<file path="src/rtl/seg_pkg.sv">
// Shared constants and types for the seven-segment display blocks.
// Segment patterns are active-low, bit order {g,f,e,d,c,b,a}.
package seg_pkg;

  localparam int NUM_DIGITS = 4;

  localparam logic [6:0] SEG_0   = 7'h40;
  localparam logic [6:0] SEG_1   = 7'h79;
  localparam logic [6:0] SEG_2   = 7'h24;
  localparam logic [6:0] SEG_3   = 7'h30;
  localparam logic [6:0] SEG_4   = 7'h19;
  localparam logic [6:0] SEG_5   = 7'h12;
  localparam logic [6:0] SEG_6   = 7'h02;
  localparam logic [6:0] SEG_7   = 7'h78;
  localparam logic [6:0] SEG_8   = 7'h00;
  localparam logic [6:0] SEG_9   = 7'h10;
  localparam logic [6:0] SEG_OFF = 7'h7F;

  typedef enum logic [1:0] {
    IDLE,
    SHOW,
    BLANK
  } scan_state_e;

endpackage

</file>
<file path="src/rtl/bcd_to_seg.sv">
// Combinational BCD to active-low seven-segment encoder.
// Non-decimal nibbles render as a dark digit.
module bcd_to_seg
  import seg_pkg::*;
(
  input  logic [3:0] bcd_i,
  output logic [6:0] seg_o
);

  always_comb begin
    case (bcd_i)
      4'd0:    seg_o = SEG_0;
      4'd1:    seg_o = SEG_1;
      4'd2:    seg_o = SEG_2;
      4'd3:    seg_o = SEG_3;
      4'd4:    seg_o = SEG_4;
      4'd5:    seg_o = SEG_5;
      4'd6:    seg_o = SEG_6;
      4'd7:    seg_o = SEG_7;
      4'd8:    seg_o = SEG_8;
      4'd9:    seg_o = SEG_9;
      default: seg_o = SEG_OFF;
    endcase
  end

endmodule

</file>
<file path="src/rtl/seg_scan_ctrl.sv">
// Multiplexed scan controller for a 4-digit common-anode display:
// per-digit dwell, optional blanking gap, leading-zero blank, registered outputs.
module seg_scan_ctrl
  import seg_pkg::*;
#(
  parameter int REFRESH_DIV = 100000,
  parameter int BLANK_CYC   = 1000
) (
  input  logic                          clk,
  input  logic                          rst,
  input  logic                          en,
  input  logic [4*NUM_DIGITS-1:0]       bcd,
  input  logic [NUM_DIGITS-1:0]         dp_in,
  input  logic                          lzb,
  output logic [$clog2(NUM_DIGITS)-1:0] sel,
  output logic [NUM_DIGITS-1:0]         an,
  output logic [6:0]                    seg,
  output logic                          dp
);

  localparam int CNT_MAX = (REFRESH_DIV > BLANK_CYC) ? REFRESH_DIV : BLANK_CYC;
  localparam int CNT_W   = $clog2((CNT_MAX < 2) ? 2 : CNT_MAX);
  localparam logic [CNT_W-1:0] SHOW_LAST  = CNT_W'(REFRESH_DIV - 1);
  localparam logic [CNT_W-1:0] BLANK_LAST = CNT_W'((BLANK_CYC == 0) ? 0 : BLANK_CYC - 1);

  scan_state_e                   state_q;
  logic [CNT_W-1:0]              cnt_q;
  logic [$clog2(NUM_DIGITS)-1:0] sel_q;
  logic [NUM_DIGITS-1:0]         an_q;
  logic [6:0]                    seg_q;
  logic                          dp_q;

  // Values loaded into the output registers when a SHOW slot begins.
  logic [$clog2(NUM_DIGITS)-1:0] entry_dig;
  logic [3:0]                    entry_nib;
  logic [6:0]                    entry_seg;
  logic [NUM_DIGITS-1:0]         entry_an;
  logic                          entry_dp;

  // NOTE: every always_comb output gets a default first so no path leaves it unassigned, which would infer a latch.
  always_comb begin
    entry_dig = sel_q;
    if (state_q == IDLE)      entry_dig = '0;
    else if (state_q == SHOW) entry_dig = sel_q + 2'd1;
    entry_nib = bcd[{entry_dig, 2'b00} +: 4];
    entry_an  = ~(NUM_DIGITS'(1) << entry_dig);
    if (entry_dig == 2'd3 && lzb && entry_nib == 4'd0) entry_an = '1;
    entry_dp  = ~dp_in[entry_dig];
  end

  bcd_to_seg u_enc (
    .bcd_i (entry_nib),
    .seg_o (entry_seg)
  );

  // NOTE: sequential state uses non-blocking assignments so every register samples pre-edge values.
  always_ff @(posedge clk) begin
    // A dropped enable abandons the slot exactly like reset does.
    if (rst || !en) begin
      state_q <= IDLE;
      cnt_q   <= '0;
      sel_q   <= '0;
      an_q    <= '1;
      seg_q   <= SEG_OFF;
      dp_q    <= 1'b1;
    end else begin
      case (state_q)
        IDLE: begin
          state_q <= SHOW;
          cnt_q   <= '0;
          sel_q   <= '0;
          an_q    <= entry_an;
          seg_q   <= entry_seg;
          dp_q    <= entry_dp;
        end
        SHOW: begin
          if (cnt_q == SHOW_LAST) begin
            cnt_q <= '0;
            sel_q <= sel_q + 2'd1;
            if (BLANK_CYC == 0) begin
              state_q <= SHOW;
              an_q    <= entry_an;
              seg_q   <= entry_seg;
              dp_q    <= entry_dp;
            end else begin
              state_q <= BLANK;
              an_q    <= '1;
              seg_q   <= SEG_OFF;
              dp_q    <= 1'b1;
            end
          end else begin
            cnt_q <= cnt_q + CNT_W'(1);
          end
        end
        BLANK: begin
          if (cnt_q == BLANK_LAST) begin
            state_q <= SHOW;
            cnt_q   <= '0;
            an_q    <= entry_an;
            seg_q   <= entry_seg;
            dp_q    <= entry_dp;
          end else begin
            cnt_q <= cnt_q + CNT_W'(1);
          end
        end
        default: state_q <= IDLE;
      endcase
    end
  end

  assign sel = sel_q;
  assign an  = an_q;
  assign seg = seg_q;
  assign dp  = dp_q;

endmodule
</file>
<file path="config.mk">
export PLATFORM = sky130hd
export DESIGN_NAME = seg_scan_ctrl
export DESIGN_NICKNAME = d
export VERILOG_FILES = /design/src/rtl/seg_pkg.sv /design/src/rtl/bcd_to_seg.sv /design/src/rtl/seg_scan_ctrl.sv
export SDC_FILE = /design/constraint.sdc
export NUM_CORES = 1
export LEC_CHECK = 0
export ABC_CLOCK_PERIOD_IN_PS = 6700
export BUFFER_PORTS_ARGS = -buffer_cell sky130_fd_sc_hd__buf_2
export CORE_ASPECT_RATIO = 1.75
export CORE_MARGIN = 2
export CORE_UTILIZATION = 35
export DETAILED_ROUTE_END_ITERATION = 10
export SLEW_MARGIN = 30
export SYNTH_ARGS = -nofsm -noshare
export SYNTH_HDL_FRONTEND = slang
export SYNTH_SLANG_ARGS = --single-unit
</file>
<file path="constraint.sdc">
create_clock -name clk -period 6.7 [get_ports clk]
set_input_delay 0.67 -clock clk [delete_from_list [all_inputs] [get_ports clk]]
set_output_delay 0.67 -clock clk [all_outputs]
set_load 0.02 [all_outputs]
</file>
==> Yosys cells after proc, flatten, opt, wreduce, memory -nomap -nowiden <==
Memories as Yosys holds them, arrays and structs flattened.
Index checks and enable logic that the tools add are counted.
{ "totals": {"regBits": 33, "rom_bits": 112, "input_bits": 24, "word_cells": 54, "n_memories": 1} }
{ "op_classes": {"n_addsub": 2, "n_lt_le_gt_ge": 1, "n_eq_ne": 7, "shifts": 2, "mux": 22, "bitwise_logic": 2, "n_reduce_logical": 11} }
{ "memory_table": {"columns": ["memory", "depth", "width", "read_ports", "rd_ports_with_merged_regs", "write_ports", "line_no", "text"], "rows": [
  ["(no name shown)", 16, 7, 1, 0, 0, "bcd_to_seg.sv:11", "case (bcd_i)"]
]} }
{ "ops": {"columns": ["operator", "count"], "rows": [
  ["$pmux 17 s3", 1],
  ["$mux 17", 2],
  ["$pmux 7 s3", 1],
  ["$add 17x1->17 const B", 1],
  ["$eq 17x10->1 const B", 1],
  ["$eq 17x17->1 const B", 1],
  ["$shiftx 16x5->4", 1],
  ["$mux 7", 2],
  ["$mux 4", 3],
  ["$pmux 4 s3", 1],
  ["$mux 2", 5],
  ["$pmux 2 s3", 1],
  ["$eq 2x2->1 const B", 2],
  ["$logic_not 4->1", 1],
  ["$not 4->4", 1],
  ["$pmux 2 s2", 1],
  ["$reduce_and 2->1", 2],
  ["$shl 1x2->4 const A", 1],
  ["$lt 2x3->1 const B", 1],
  ["$mux 1", 3],
  ["$pmux 1 s3", 1],
  ["$reduce_and 3->1", 1],
  ["$reduce_bool 3->1", 1],
  ["$add 2x1->2 const B", 1],
  ["10 further kinds", 11]
]} }

==> Logic depth before layout (Yosys ltp) <==
{ "depth": {"depth_word": 9, "mapped_depth": 12, "mapped_depth_nobuf": 11} }

==> By module <==
From an unflattened synthesis, not the netlist that was laid out.
{ "unflattened": {"hier_cells": 274, "hier_area_um2": 2280.9} }
{ "by_module_without_submodules": {"columns": ["mod", "instances", "cells_per_inst", "area_each_um2", "seq_area_each_um2"], "rows": [
  ["seg_scan_ctrl", 1, 243, 2080.7, 660.6],
  ["bcd_to_seg", 1, 31, 200.2, 0.0]
]} }

==> Least setup slack after synthesis <==
OpenSTA, ideal clock, no wires.
{ "synth_timing": {"path_kind": "reg-to-reg", "start": "register sel_q[0], in the netlist sel[0]", "end": "register seg_q[1], in the netlist seg[1]", "setup_time_ns": 0.072, "t_arrival_ns": 2.588, "required_ns": 6.628, "setup_slack_ns": 4.040, "stages_incl_launch_ff": 9, "n_path_buf": 0, "period_less_slack_ns": 2.660, "path_cell_list": "dfxtp_1 -> inv_1 -> ha_1 -> nor2_1 -> mux2i_1 -> inv_1 -> ha_1 -> or3_1 -> a2bb2oi_1"} }
{ "synth_between": {"elab_chain_cells": 7} }
{ "synth_rtl": {"columns": ["item", "line_no", "text"], "rows": [
  ["start: declaration", "seg_scan_ctrl.sv:28", "logic [$clog2(NUM_DIGITS)-1:0] sel_q;"],
  ["start signal: assignment", "seg_scan_ctrl.sv:79", "sel_q <= sel_q + 2'd1;"],
  ["$add 2x1->2", "seg_scan_ctrl.sv:44", "else if (state_q == SHOW) entry_dig = sel_q + 2'd1;"],
  ["$mux 2 *", "seg_scan_ctrl.sv:44", null],
  ["$mux 2 *", "seg_scan_ctrl.sv:43", "if (state_q == IDLE) entry_dig = '0;"],
  ["$shiftx 16x5->4 *", "seg_scan_ctrl.sv:45", "entry_nib = bcd[{entry_dig, 2'b00} +: 4];"],
  ["$mem_v2 16x7 *", null, null],
  ["$mux 7", "seg_scan_ctrl.sv:96", "if (cnt_q == BLANK_LAST) begin"],
  ["$pmux 7 s3 *", "seg_scan_ctrl.sv:67", "case (state_q)"],
  ["end signal: assignment", "seg_scan_ctrl.sv:73", "seg_q <= entry_seg;"],
  ["end signal: assignment", "seg_scan_ctrl.sv:83", "seg_q <= entry_seg;"],
  ["end signal: assignment", "seg_scan_ctrl.sv:100", "seg_q <= entry_seg;"],
  ["end: declaration", "seg_scan_ctrl.sv:30", "logic [6:0] seg_q;"]
]} }
Every way passes the cells marked *; elsewhere a longest branch is shown, timed or not. The select of a mux whose other input is x is not followed.
A chain may end at the register's enable or synchronous reset.

==> Worst setup path after layout <==
{ "layout_timing": {"start": "register state_q[1]", "end": "register seg_q[1], in the netlist seg[1]"} }
{ "layout_between": {"elab_chain_cells": 7} }
{ "layout_rtl": {"columns": ["item", "line_no", "text"], "rows": [
  ["start: declaration", "seg_scan_ctrl.sv:26", "scan_state_e state_q;"],
  ["start signal: assignment", "seg_scan_ctrl.sv:60", "state_q <= IDLE;"],
  ["start signal: assignment", "seg_scan_ctrl.sv:69", "state_q <= SHOW;"],
  ["start signal: assignment", "seg_scan_ctrl.sv:81", "state_q <= SHOW;"],
  ["$eq 2x1->1", "seg_scan_ctrl.sv:44, seg_scan_ctrl.sv:67", null],
  ["$mux 2", "seg_scan_ctrl.sv:44", null],
  ["$mux 2", "seg_scan_ctrl.sv:43", null],
  ["$shiftx 16x5->4", "seg_scan_ctrl.sv:45", null],
  ["$mem_v2 16x7", null, null],
  ["$mux 7", "seg_scan_ctrl.sv:96", null],
  ["$pmux 7 s3", "seg_scan_ctrl.sv:67", null]
]} }
Parallel ways exist; a longest one is shown, timed or not. The select of a mux whose other input is x is not followed.

==> results.md <==
- Clock tree root buffer cell: clkbuf_8
- Yosys top cell by area: dfxtp_1
- Simple logic cell fraction of the synthesized area: a little over a quarter
- First DRT Iteration DRCs: 36
- Hold Path Cell Cnt: 1
- Hold-fix buffer count after cts: 0
- Cell Count Post-Placement: 339
- Worst Setup SP: state_q[1]$_SDFFE_PP0P_
- Worst slew pin tran: between 0.8 and 0.9 ns
- Post-route clock skew: ~0.0065 ns
- Final #Nets: 306
- Met2 GRT Util: just under 30%
- Adder-cell share of the synthesized area: approximately 7.3%
- VDD IR max: approximately 0.12 mV
- Netlist cell types: 55
- Mean Syn Cell Area: 8.80 sq um
- Critical path class: reg -> reg
- Post-DRT Antenna Nets: 0
- Synthesized Nets: between 200 and 300
- Cell Area, Synth: roughly 2000 sq um
- Vias in the first global route: between 1500 and 2000
- Gr ovfl total: 0
- RSZ-0062 raised after global routing: no
- XOR/XNOR share of the synthesized area: around 6.8%
- Setup violations, final: 0
- Tmin final: 3.21 ns
- Final Cycle Share: between 40 and 50%
- Starting density of the core: 36.4%
- Die area: roughly 6500 sq um
- Max clock buf depth: 2
- Slew margin rel.: about 43%
- Max_cap viols: 0
- Top FF cell, synth: dfxtp_1
- Outcome: complete, no violations
- N_diodes: 0
- GPL Wtd Cong: between 0.8 and 0.9
- Worst path depth: 9
- DRC errors left: 0
- Worst Reg-to-Reg Cells: 9
- Post-Layout Cell Count: between 300 and 400
- Post-CTS Resized: 0
- Met1 usage: roughly 16%
- Vias: ~1800
- CP delay by family, top: adder cells
- HP Start: seg[1]$_SDFFE_PP1P_
- Chip Width: approximately 62 um
- Area of the core: ~5600 sq um
- Site Rows: 36
- 1st-pass router iterations: 4
- Largest family of logic cells by synthesized area: simple AND/OR/NAND/NOR gates
- Area contributors post-synth: dfxtp_1, ha_1, nor2_1, mux2i_1, xor2_1
- First-pass GRT wire length: a little under 8 mm
- Sequential area share after synthesis: 32.2%
- Synth warn: 0
- Postcts setup bufs: 0
- CP Cell Sequence: inv_1 > ha_1 > ha_1 > nor2_1 > mux2i_1 > inv_1 > ha_1 > or3_1 > a2bb2oi_1
- Hold Crit Class: reg -> reg
- Fmax: just over 0.3 GHz
- CP max stage delay: ~0.5 ns
- Most Used Layer, Global Route: met2
- Reg-to-Reg Start: state_q[1]$_SDFFE_PP0P_
- Post-synth EDFFs: 0
- Final hold viol count: 0
- Synth Area in Compound Gates: between 15 and 20%
- Mapped Cells: about 230
- Async set-reset flop share out of synthesis: 0%
- FF+latch count, synth: 33
- Die height: between 100 and 150 um
- Setup TNS: 0 ns
- Slew Limit Fails: 0
- Avg Vias per Cell: 5.27
- Critical Path Slowest Stage Cell: ha_1
- Most frequent cells after synthesis: nor2_1, dfxtp_1, nand2_1, ha_1
- Port bufs: 37
- Initial antenna violation count: 0
- Routed WL per cell: roughly 15 um
- CTS Buf Count: 5
- Kind of start point of the critical path: flip-flop
- Worst EP arrival: around 3.4 ns
- CP most frequent cell: ha_1
- Post-synthesis mux area share: about 5%
- DP HPWL: 4.01 mm
- Cell area power density: roughly 190 nW/um^2
- Gr usage total: 16.3%
- Static Leakage: between 0.9 and 1 nW
- Clk sinks: 33
- CP Capture Type: flip-flop
- Clock Pin Slew Worst Setup and Hold Paths: 0.07 ns
- Largest net degree at the start of global routing: 18
- Worst Path Buf+Inv: 2
- Drt total wl: between 5 and 6 mm
- H-tree Lvls: 2
- WP data required: 6.92 ns
- # IOs: 38
- Fraction of layout cells with a size suffix above 1: 22.5%
- Top-area cell type share of the netlist area: between 30% and 40%
- Latest clock arrival within the worst-skew pair: about 0.29 ns
- Area Overhead vs Synth: 17.2%
- Worst-path fanout max: 14
- Most common cell in the netlist: nor2_1
- M3 GR Usage: between 2 and 2.5%
- TritonCTS clock tree: yes
## cells by family after synthesis
family / after synthesis
xor gates and xnor gates: 16
DFF: 33
adders and majority gates: 12
muxes: 10
and+or+nand+nor: 100
buffers and inverters: 17
AOI/OAI and AO/OA: 45
## metal layers
metal,vias up,share of wire [%]
li1,903,-
met1,855,36
met2,52,56
met3,20,3.1
met4,0,4.7
met5,-,0
## through the flow
step | hold WS, ns | total power [W] | util, % | setup slack, ns | instance area, sq um
2_1_floorplan | 0.482 | 0.000246 | - | 4.04 | 2050
3_3_place_gp | 0.474 | 0.000265 | 40.6 | 3.68 | 2290
3_5_place_dp | 0.476 | 0.000265 | 40.6 | 3.53 | 2290
4_1_cts | 0.491 | 0.000460 | 42.7 | 3.52 | 2400
5_1_grt | 0.497 | 0.000474 | 42.7 | 3.27 | 2400
6_report | 0.490 | 0.000457 | 42.7 | 3.49 | 2400
## state kept, by name (all words and copies together) (netlist names)
name     flops
an           4
cnt_q       17
dp           1
seg          7
sel          2
state_q      2
## layout make-up
class / instances / area (sq um)
Timing Repair Buffer: 37 / 185
Clock buffer: 7 / 86.3
Fill cell: 598 / 3230
Inverter: 10 / 37.5
Sequential cell: 33 / 661
Multi-Input combinational cell: 183 / 1310
Tap cell: 76 / 95.1
Clock inverter: 1 / 30.0
## cells in the final DEF, fill, tap and decap left out, drive strengths merged, types with 3 or more instances in the layout
cell type,count
clkbuf,7
ha,12
buf,37
a21boi,3
nand2,14
mux2i,9
dfxtp,33
a21oi,6
a211oi,4
o31ai,5
nor2,40
xnor2,7
inv,10
nor4b,3
xor2,9
nor3b,3
nand4b,3
nor2b,4
a2bb2oi,3
nand3,10
and3,5
o21ai,9
nand4,4
## worst register-to-register path: cells and delay by family, from the launching register on
family,cells,cell delay [ns]
DFF,1,0.35
adders and majority gates,3,1.23
muxes,1,0.43
and+or+nand+nor,2,0.77
buffers and inverters,2,0.24
AOI/OAI and AO/OA,1,0.13
## worst paths after layout
check,end,slack (ns)
setup / recovery,seg[1]$_SDFFE_PP1P_,3.49
hold / removal,seg[1]$_SDFFE_PP1P_,0.49
hold reg to reg,seg[1]$_SDFFE_PP1P_,0.49
setup reg to reg,seg[1]$_SDFFE_PP1P_,3.49
## report_power, final
part	internal, W	switching, W	leakage, nW
logic	0.0000237	0.0000345	0.632
registers	0.000200	0.00000252	0.268
clock network	0.000121	0.0000751	0.0585
No activity file was read; power rests on OpenSTA's default activity.
